$ cat src/rtl/mdr_iterative_unit_pkg.sv
// Shared types and defaults for the iterative multiply / divide / square-root unit.
package mdr_iterative_unit_pkg;

  typedef enum logic [1:0] {
    OpMult = 2'b00,
    OpDiv  = 2'b01,
    OpRoot = 2'b10,
    OpRsvd = 2'b11
  } op_select_t;

  typedef enum logic [2:0] {
    StIdle,
    StLoadX,
    StLoadY,
    StCheck,
    StRun,
    StDone,
    StError
  } mdr_state_e;

  localparam int unsigned MdrDefaultDw = 16;
  localparam int unsigned MdrDefaultCw = $clog2(MdrDefaultDw) + 1;

endpackage

$ cat src/rtl/mdr_iterative_unit_addsub.sv
// Combinational W-bit adder/subtractor shared by all iterative algorithms.
module mdr_iterative_unit_addsub #(
  parameter int unsigned W = 18
) (
  input  logic [W-1:0] a_i,
  input  logic [W-1:0] b_i,
  input  logic         sub_i,
  output logic [W-1:0] sum_o,
  output logic         borrow_o
);

  logic [W:0] full;

  assign full     = {1'b0, a_i} + {1'b0, (sub_i ? ~b_i : b_i)} + {{W{1'b0}}, sub_i};
  assign sum_o    = full[W-1:0];
  // Carry-out on add; inverted carry is the borrow on subtract.
  assign borrow_o = sub_i ? ~full[W] : full[W];

endmodule

$ cat src/rtl/mdr_iterative_unit.sv
// Radix-2 multi-cycle multiply / restoring divide / restoring square root over one add/sub,
// with serial operand loading, optional signed mode and a sticky error flag.
module mdr_iterative_unit
  import mdr_iterative_unit_pkg::*;
#(
  parameter int unsigned DW        = MdrDefaultDw,
  parameter bit          SIGNED_EN = 1'b1
) (
  input  logic            clk,
  input  logic            rst,
  input  logic            i_start,
  input  logic            i_load,
  input  logic [DW-1:0]   i_data,
  input  logic [1:0]      i_op,
  input  logic            i_signed,
  output logic            o_load_x,
  output logic            o_load_y,
  output logic            o_busy,
  output logic            o_ready,
  output logic            o_error,
  output logic [2*DW-1:0] o_result,
  output logic [DW-1:0]   o_remainder
);

  localparam int unsigned CW = $clog2(DW) + 1;
  localparam int unsigned AW = DW + 2;
  localparam int unsigned HW = DW / 2;

  mdr_state_e      state_q, state_d;
  op_select_t      op_q, op_d;
  logic            signed_q, signed_d, sx_q, sx_d, sy_q, sy_d, error_q, error_d;
  logic [DW-1:0]   x_q, x_d, y_q, y_d, rmd_q, rmd_d;
  logic [CW-1:0]   cnt_q, cnt_d;
  logic [2*DW-1:0] acc_q, acc_d, res_q, res_d;
  logic [DW:0]     rem_q, rem_d, rem_sh;

  logic [AW-1:0]   add_a, add_b, add_sum;
  logic            add_sub, add_borrow, trial_neg, unused_bits;
  logic            x_neg, y_neg, res_neg;
  logic [DW-1:0]   x_mag, y_mag, rmd_fin;
  logic [2*DW-1:0] res_mag, res_fin;

  // -2^(DW-1) maps onto 2^(DW-1) when read back as unsigned.
  assign x_neg = signed_q & x_q[DW-1];
  assign y_neg = signed_q & y_q[DW-1];
  assign x_mag = x_neg ? -x_q : x_q;
  assign y_mag = y_neg ? -y_q : y_q;

  assign rem_sh      = {rem_q[DW-1:0], acc_q[DW-1]};
  assign trial_neg   = add_sum[AW-1];
  assign unused_bits = add_borrow ^ rem_q[DW];

  always_comb begin
    add_a   = '0;
    add_b   = '0;
    add_sub = 1'b1;
    case (op_q)
      OpMult: begin
        add_a   = {2'b00, acc_q[2*DW-1:DW]};
        add_b   = {2'b00, x_q};
        add_sub = 1'b0;
      end
      OpDiv: begin
        add_a = {1'b0, rem_sh};
        add_b = {2'b00, y_q};
      end
      default: begin
        add_a = {rem_q[DW-1:0], acc_q[DW-1:DW-2]};
        add_b = {{HW{1'b0}}, acc_q[DW +: HW], 2'b01};
      end
    endcase
  end

  mdr_iterative_unit_addsub #(
    .W(AW)
  ) u_addsub (
    .a_i     (add_a),
    .b_i     (add_b),
    .sub_i   (add_sub),
    .sum_o   (add_sum),
    .borrow_o(add_borrow)
  );

  always_comb begin
    case (op_q)
      OpDiv:   res_mag = {{DW{1'b0}}, acc_q[DW-1:0]};
      OpRoot:  res_mag = {{(2*DW-HW){1'b0}}, acc_q[DW +: HW]};
      default: res_mag = acc_q;
    endcase
    res_neg = (op_q != OpRoot) & (sx_q ^ sy_q);
    res_fin = res_neg ? -res_mag : res_mag;
    if (op_q == OpMult) begin
      rmd_fin = '0;
    end else if (op_q == OpDiv && sx_q) begin
      rmd_fin = -rem_q[DW-1:0];
    end else begin
      rmd_fin = rem_q[DW-1:0];
    end
  end

  always_comb begin
    state_d  = state_q;
    op_d     = op_q;
    signed_d = signed_q;
    sx_d     = sx_q;
    sy_d     = sy_q;
    error_d  = error_q;
    x_d      = x_q;
    y_d      = y_q;
    cnt_d    = cnt_q;
    acc_d    = acc_q;
    rem_d    = rem_q;
    res_d    = res_q;
    rmd_d    = rmd_q;
    unique case (state_q)
      StIdle: begin
        if (i_start) begin
          op_d     = op_select_t'(i_op);
          signed_d = i_signed & SIGNED_EN;
          error_d  = 1'b0;
          res_d    = '0;
          rmd_d    = '0;
          state_d  = StLoadX;
        end
      end
      StLoadX: begin
        if (i_load) begin
          x_d     = i_data;
          state_d = (op_q == OpRoot) ? StCheck : StLoadY;
        end
      end
      StLoadY: begin
        if (i_load) begin
          y_d     = i_data;
          state_d = StCheck;
        end
      end
      StCheck: begin
        if (op_q == OpRsvd || (op_q == OpDiv && y_q == '0) || (op_q == OpRoot && x_neg)) begin
          state_d = StError;
        end else begin
          sx_d    = x_neg;
          sy_d    = (op_q != OpRoot) & y_neg;
          x_d     = x_mag;
          y_d     = y_mag;
          rem_d   = '0;
          acc_d   = {{DW{1'b0}}, ((op_q == OpMult) ? y_mag : x_mag)};
          cnt_d   = (op_q == OpRoot) ? CW'(HW) : CW'(DW);
          state_d = StRun;
        end
      end
      StRun: begin
        cnt_d = cnt_q - CW'(1);
        case (op_q)
          OpMult: begin
            acc_d = acc_q[0] ? {add_sum[DW:0], acc_q[DW-1:1]} : {1'b0, acc_q[2*DW-1:1]};
          end
          OpDiv: begin
            rem_d          = trial_neg ? rem_sh : add_sum[DW:0];
            acc_d[DW-1:0]  = {acc_q[DW-2:0], ~trial_neg};
          end
          default: begin
            rem_d           = trial_neg ? {rem_q[DW-2:0], acc_q[DW-1:DW-2]} : add_sum[DW:0];
            acc_d[DW-1:0]   = {acc_q[DW-3:0], 2'b00};
            acc_d[DW +: HW] = {acc_q[DW +: (HW-1)], ~trial_neg};
          end
        endcase
        if (cnt_q == CW'(1)) begin
          state_d = StDone;
        end
      end
      StDone: begin
        res_d   = res_fin;
        rmd_d   = rmd_fin;
        state_d = StIdle;
      end
      StError: begin
        error_d = 1'b1;
        state_d = StIdle;
      end
      default: state_d = StIdle;
    endcase
  end

  always_ff @(posedge clk or negedge rst) begin
    if (!rst) begin
      state_q  <= StIdle;
      op_q     <= OpMult;
      signed_q <= 1'b0;
      sx_q     <= 1'b0;
      sy_q     <= 1'b0;
      error_q  <= 1'b0;
      x_q      <= '0;
      y_q      <= '0;
      cnt_q    <= '0;
      acc_q    <= '0;
      rem_q    <= '0;
      res_q    <= '0;
      rmd_q    <= '0;
    end else begin
      state_q  <= state_d;
      op_q     <= op_d;
      signed_q <= signed_d;
      sx_q     <= sx_d;
      sy_q     <= sy_d;
      error_q  <= error_d;
      x_q      <= x_d;
      y_q      <= y_d;
      cnt_q    <= cnt_d;
      acc_q    <= acc_d;
      rem_q    <= rem_d;
      res_q    <= res_d;
      rmd_q    <= rmd_d;
    end
  end

  // Results are shown during the done strobe and held in the result registers afterwards.
  assign o_load_x    = (state_q == StLoadX);
  assign o_load_y    = (state_q == StLoadY);
  assign o_busy      = (state_q != StIdle);
  assign o_ready     = (state_q == StDone) || (state_q == StError);
  assign o_error     = error_q || (state_q == StError);
  assign o_result    = (state_q == StDone) ? res_fin : res_q;
  assign o_remainder = (state_q == StDone) ? rmd_fin : rmd_q;

endmodule

$ cat config.mk
export PLATFORM = sky130hd
export DESIGN_NAME = mdr_iterative_unit
export DESIGN_NICKNAME = d
export VERILOG_FILES = /design/src/rtl/mdr_iterative_unit_pkg.sv /design/src/rtl/mdr_iterative_unit_addsub.sv /design/src/rtl/mdr_iterative_unit.sv
export SDC_FILE = /design/constraint.sdc
export NUM_CORES = 1
export LEC_CHECK = 0
export ABC_AREA = 1
export ABC_CLOCK_PERIOD_IN_PS = 3780
export CORE_MARGIN = 2
export CORE_UTILIZATION = 56
export CTS_BUF_LIST = sky130_fd_sc_hd__clkbuf_4
export CTS_CLUSTER_SIZE = 16
export DETAILED_ROUTE_END_ITERATION = 10
export PLACE_DENSITY = 0.8
export SLEW_MARGIN = 20
export SYNTH_ARGS = -nofsm -noshare
export SYNTH_HDL_FRONTEND = slang
export SYNTH_SLANG_ARGS = --single-unit
$ cat constraint.sdc
create_clock -name clk -period 3.78 [get_ports clk]
set_input_delay 0.756 -clock clk [delete_from_list [all_inputs] [get_ports clk]]
set_output_delay 0.756 -clock clk [all_outputs]
set_load 0.1 [all_outputs]
==> impl_metrics.json <==
{
  "status": "finished, violations left",
  "failed_checks": "negative setup slack",
  "drive_gt1_share_pct": 17.5,
  "clk_latency_ns": 0.59,
  "min_path_type": "input port to async pin",
  "start_util_pct": 57.0,
  "die_area_sq_um": 20900,
  "cts-htree-levels": 4,
  "route.detailed.drc": 0,
  "worst_slack_ns": -0.200,
  "ys_types": 58,
  "skew_ns": 0.0287,
  "critPathMaxStageDelay_ns": 0.44,
  "grt_pass1_wl_mm": 58.2,
  "die_w_um": 145,
  "period_share_pct": 105,
  "arrival_ns": 3.22,
  "vias_per_cell": 6.03,
  "cts_tree": "yes",
  "fp.dieH_um": 145,
  "dpl.hpwl_mm": 26.5,
  "antenna_found_initial": 1,
  "synth_nets": 1702,
  "grt_pass1_vias": 11100,
  "num_rows": 51,
  "worst-path-max-fanout": 7,
  "ctsHoldBuffers": 0,
  "syn_area_sq_um": 11100,
  "setup_viol": 22,
  "drtPass1Iterations": 7,
  "cts_inserted_buffers": 17,
  "cts-root-buf": "clkbuf_4",
  "syn2layout_area_growth_pct": 24.6,
  "gp_congestion": 0.993,
  "ys_warn_count": 0,
  "drt_iter0_markers": 1375,
  "ant_nets": 0,
  "fmaxAchievable_ghz": 0.251,
  "synth_cells": 1651,
  "synth_ff_type": "dfrtp_1",
  "core-area_sq_um": 19500,
  "ys_async_sr_fraction_pct": 100,
  "synth_edf_count": 0,
  "overflow": 0,
  "drv_cap": 0,
  "rsz0062_at_grt": "true",
  "period_needed_ns": 3.98,
  "critPathLaunch": "op_q[0]",
  "synth.avg_cell_area_sq_um": 6.72,
  "track_usage_pct": 35.8,
  "hold_violations": 0,
  "critPathKind": "flip-flop to output pin",
  "required_ns": 3.02,
  "crit_top_cell": "nand2_2",
  "layout.nets": 1802,
  "clockBufferDepth": 2,
  "critPathLaunchType": "flip-flop",
  "io_buffers": 75,
  "relSlewSlack_pct": 30.3,
  "cp_slowest_cell": "dfrtp_1",
  "worst_pin_slew_ns": 1.04,
  "grt_max_degree": 67,
  "synth_seq_area_share_pct": 32.0,
  "clk_pin_slew_worst_paths_ns": 0.15,
  "crit_chain": "buf_6 -> ha_4 -> buf_12 -> nor2_8 -> buf_8 -> o22ai_2 -> inv_1 -> nand2_2 -> nor2_4 -> nand2_4 -> nor2_8 -> nand2_2 -> nand2_2 -> nand2_1 -> nand2_1 -> nand3_2 -> nand2_2 -> buf_12",
  "wire_per_inst_um": 18.2,
  "vias": 12200,
  "cp-end-kind": "output pin",
  "critPathTopFamily": "simple AND/OR/NAND/NOR gates",
  "wirelength_mm": 37.0,
  "drv_slew": 0,
  "path_buf_inv": 5,
  "cts_sinks": 142,
  "synth_seq_cells": 142,
  "r2r-start": "op_q[1]",
  "io-pin-count": 76,
  "post-place-ws_ns": 0.0813
}
## cells in the final DEF (no fill, tap or decap), types with 6 or more instances in the layout
| master | synthesis | layout |
|---|---|---|
| a21oi_1 | 57 | 54 |
| buf_4 | 1 | 73 |
| o21ai_0 | 208 | 188 |
| a31oi_1 | 22 | 22 |
| o221ai_1 | 6 | 6 |
| ha_1 | 27 | 22 |
| clkdlybuf4s50_1 | 0 | 21 |
| o211ai_1 | 29 | 29 |
| nand2_4 | 4 | 8 |
| o21ai_1 | 11 | 16 |
| nor3_1 | 12 | 9 |
| nor2_2 | 10 | 15 |
| inv_2 | 4 | 16 |
| xor2_1 | 47 | 47 |
| o21ai_2 | 1 | 16 |
| inv_1 | 200 | 188 |
| buf_12 | 0 | 48 |
| nor2_4 | 3 | 8 |
| nand3_1 | 128 | 118 |
| nand4_1 | 9 | 9 |
| o22ai_1 | 39 | 34 |
| nand3b_1 | 7 | 7 |
| nand3_2 | 6 | 13 |
| nor2_1 | 133 | 123 |
| dfrtp_1 | 142 | 142 |
| nand2_2 | 10 | 26 |
| clkbuf_4 | 0 | 18 |
| nand2_1 | 400 | 379 |
## kinds of logic (layout without fill, tap and decap cells)
kind of cell / Yosys count / after routing / share of synthesized area (%)
AOI/OAI and AO/OA: 403 / 403 / 20.8
xor gates and xnor gates: 52 / 52 / 4.11
adders and majority gates: 28 / 28 / 3.23
buffers and inverters: 285 / 398 / 10.4
DFF: 142 / 142 / 32.0
muxes: 1 / 1 / 0.0903
other: 0 / 1 / 0
and+or+nand+nor: 740 / 740 / 29.3
## metrics by stage
step	util, %	setup TNS (ns)	area [sq um]	std cells	hold WS [ns]
global placement	65.0	0	12700	1959	0.462
detailed placement	65.0	0	12700	1959	0.466
finish	71.0	-3.02	13800	2030	0.129
global route	71.0	-6.60	13800	2030	0.142
floorplan	-	0	11100	1651	0.449
CTS	69.5	-1.52	13500	2016	0.155
## per-layer routing
metal	vias to the layer above	track usage, %	share of wire [%]
li1	5684	-	-
met1	5718	48.2	40
met2	709	57.4	46
met3	126	6.91	9.8
met4	0	13.3	3.6
met5	-	0	0
## cell type report
type	count	area (sq um)
fillers	1618	5640
well taps	265	332
repair buffers	153	1940
diodes	1	2.50
clock buffers	18	135
multi-input cells	1224	6830
flip-flops and latches	142	3550
inverters	213	818
clock inverters	14	215
## final timing paths
check | to | slack, ns | cells after the start
hold reg to reg | res_q[24] | 0.50 | 2
min in group clk | res_q[24] | 0.50 | 2
setup / recovery | o_result[22] | -0.20 | 18
max in group asynchronous | res_q[29] | 2.77 | 2
hold / removal | rmd_q[3] | 0.13 | 1
setup reg to reg | rem_q[2] | 0.19 | 20
## repair_timing
item | 4_1_cts | 5_1_grt
cloned | 2 | 0
hold endpoints to repair | 0 | 0
pin swaps | 23 | 35
resized for setup | 73 | 60
endpoints found under the setup margin | 35 | 59
setup buffers | 23 | 14
## sequential cells by signal, indices dropped and copies added (netlist names)
name	flops
acc_q	32
cnt_q	5
error_q	1
op_q	2
rem_q	16
res_q	32
rmd_q	16
signed_q	1
state_q	3
sx_q	1
sy_q	1
x_q	16
y_q	16
## synth_stat cells (4+ instances only)
cell	instances	share of area (%)
nand2_2	10	0.56
o21bai_1	4	0.27
or2_2	4	0.23
buf_6	5	0.51
buf_2	15	0.68
nand3_1	128	5.8
o21ai_0	208	9.4
o21ai_1	11	0.50
xnor2_1	5	0.39
nor2_2	10	0.56
nor4_1	4	0.23
ha_1	27	3.0
nor3_1	12	0.54
inv_4	4	0.23
a31oi_1	22	1.2
inv_2	4	0.14
a21oi_1	57	2.6
o221ai_1	6	0.47
dfrtp_1	142	32
nand4_1	9	0.51
nand3b_1	7	0.47
nand3_2	6	0.54
inv_1	200	6.8
o22ai_1	39	2.2
nand2_4	4	0.41
buf_1	4	0.14
nor2_1	133	4.5
clkinv_1	5	0.17
xor2_1	47	3.7
o211ai_1	29	2.0
nand2_1	400	14
clkbuf_1	46	1.6
## worst register-to-register path, stage by stage (launching register included)
cell,delay (ns)
dfrtp_1,0.42
inv_2,0.13
buf_4,0.13
buf_4,0.12
ha_4,0.19
inv_4,0.05
nand2_4,0.17
o221ai_1,0.16
o21ai_0,0.15
xor2_1,0.18
ha_1,0.29
a21oi_1,0.28
o21ai_0,0.14
nor2_1,0.14
nand2_2,0.09
nand2_1,0.11
nand2_1,0.09
nand2_1,0.09
nand2_2,0.22
o21ai_0,0.26
o21ai_1,0.08
Power is not shown: default switching activity piles up to over one toggle a cycle in this logic, so the estimate is an artifact.
==> RTL edit: new RTL, same flow settings <==
`MdrDefaultDw`: 16 -> 32.
--- a/src/rtl/mdr_iterative_unit_pkg.sv
+++ b/src/rtl/mdr_iterative_unit_pkg.sv
@@ -20,3 +20,3 @@
 
-  localparam int unsigned MdrDefaultDw = 16;
+  localparam int unsigned MdrDefaultDw = 32;
   localparam int unsigned MdrDefaultCw = $clog2(MdrDefaultDw) + 1;
Interface: changed (resized i_data, o_remainder and o_result); port bits go from 76 to 140. The function was not compared with the original's and may differ.
==> RTL edit against the original RTL <==
  * The run ends with DRC, setup timing left
  * Fmax decreased by 15%
  * Sequential cell count increased by 129
  * Utilization increased by 4.1 points
  * Final area increased by 120%
  * Via count increased by 130%
  * Worst hold slack improved by 350 ps
  * Setup slack got worse by 720 ps
  * Critical path depth unchanged
  * Synthesized area increased by 100%
  * Wire length increased to 2.6 times the old value
  * Count of clock-buffer cells in the layout increased by 90
  * Critical endpoint is now o_result[40]
  * Largest cell class unchanged
  * Highest routed layer unchanged
Power is not shown: default switching activity piles up to over one toggle a cycle in this logic, so the estimate is an artifact.
==> RTL edit: results <==
{
  "layout_setup_ws_ps": -924,
  "grt_max_degree": 112,
  "ys_top_cells_by_area": "dfrtp_1, nand2_1, o21ai_0",
  "cts_buffers": 79,
  "ys_top_cells_by_count": "nand2_1, o21ai_0, inv_1",
  "antenna_found_initial": 4,
  "placed_area_um2": 26700,
  "dpl_worst_slack_ps": -120,
  "ys_seq_area_frac": 0.302,
  "grt_pass1_wl_mm": 140,
  "hpwl_mm": 66.1,
  "slowest_stage": "dfrtp_1",
  "status": "complete, but fails checks",
  "r2r_end": "rem_q[14]$_DFFE_PN0P_",
  "nNetsFinal": 4004,
  "first_pass_iters": 11,
  "num_vias": 28000,
  "fin_worst_skew_ps": 86.8,
  "cts_root_buffer": "clkbuf_4",
  "wl_per_cell_um": 21.4,
  "worstMarginPinSlew_ps": 1100,
  "worstRegToRegCells": 24,
  "drcViolationCount": 4,
  "syn_inst": 3573,
  "clk_path_buf_depth": 3,
  "synth_top_flop_cell": "dfrtp_1",
  "path_clk_slew_ps": 70,
  "worstHoldStart": "res_q[54]$_DFFE_PN0P_",
  "grt_usage": 0.433,
  "hold_class": "reg -> reg",
  "clk_latency_ps": 880,
  "gp_congestion": 1.04,
  "path_max_fanout": 7,
  "path_delay_family": "simple AND/OR/NAND/NOR gates",
  "worstHoldPathCells": 2,
  "finalSetupTns_ps": -53900,
  "reg_top3": "acc_q (64), res_q (64)",
  "first_iter_violations": 4344,
  "synthArstFlopShare": 1.00,
  "portBuffers": 139,
  "worstPathArrival_ps": 3950,
  "failed_checks": "DRC, setup timing",
  "yosysUniqueCellTypes": 58,
  "r2r_slack_ps": -200,
  "hold_slack_ps": 483,
  "grt_overflow_total": 0,
  "wirelength_mm": 96.1,
  "setup_violations": 124,
  "synth.top_cell.area_share": 0.302,
  "synth_fp_nets": 3656,
  "place_inst": 4276,
  "max_stage_delay_ps": 400,
  "synth_warnings": 0,
  "grt_pass1_vias": 25100,
  "cts_htree_levels": 3,
  "drive_above_1_share": 0.214
}
-- RTL edit: worst max path at each step --
stage | from | to | slack (ps) | cells after the start
floorplan | op_q[0]$_DFFE_PN0P_ | o_result[18] | -130 | 15
global placement | op_q[1]$_DFFE_PN0P_ | acc_q[55]$_DFFE_PN0P_ | 0.2 | 23
detailed placement | op_q[1]$_DFFE_PN0P_ | acc_q[55]$_DFFE_PN0P_ | -120 | 23
CTS | op_q[0]$_DFFE_PN0P_ | o_result[55] | -540 | 17
global route | op_q[0]$_DFFE_PN0P_ | o_result[12] | -1080 | 17
finish | op_q[1]$_DFFE_PN0P_ | o_result[40] | -920 | 18
-- RTL edit: logic make-up (layout without fill, tap and decap cells) --
logic type,after synthesis,after routing,share of synthesized area
flops,271,271,0.302
compound gates,848,848,0.209
fa+ha+maj,44,44,0.0248
mux,5,5,0.00228
other cells,0,4,0
simple gates,1722,1724,0.322
xor+xnor,101,101,0.0394
buf+inv,582,977,0.101
-- RTL edit: area by class of cell --
| type | count | area, µm² |
|---|---|---|
| inverters | 414 | 1570 |
| well taps | 525 | 657 |
| repair buffers | 432 | 5040 |
| fillers | 3040 | 9860 |
| clock inverters | 22 | 145 |
| flip-flops and latches | 271 | 6780 |
| repair inverters | 1 | 7.51 |
| clock buffers | 108 | 811 |
| diodes | 4 | 10.0 |
| multi-input cells | 2722 | 14800 |
-- RTL edit: routing by layer --
metal	routed length, µm	global-route usage	vias up	part of all wire
met2	40000	0.646	2228	0.42
met5	0	0	-	0
li1	-	-	12500	-
met1	34900	0.566	12700	0.36
met4	7570	0.251	0	0.079
met3	13600	0.114	591	0.14
-- RTL edit: timing repair --
item	in CTS	in global routing
pin swaps	53	107
gates cloned	5	5
endpoints found under the setup margin	124	156
setup buffers	37	42
hold endpoints to repair	25	0
hold buffers	1	0
gates resized for setup	133	232
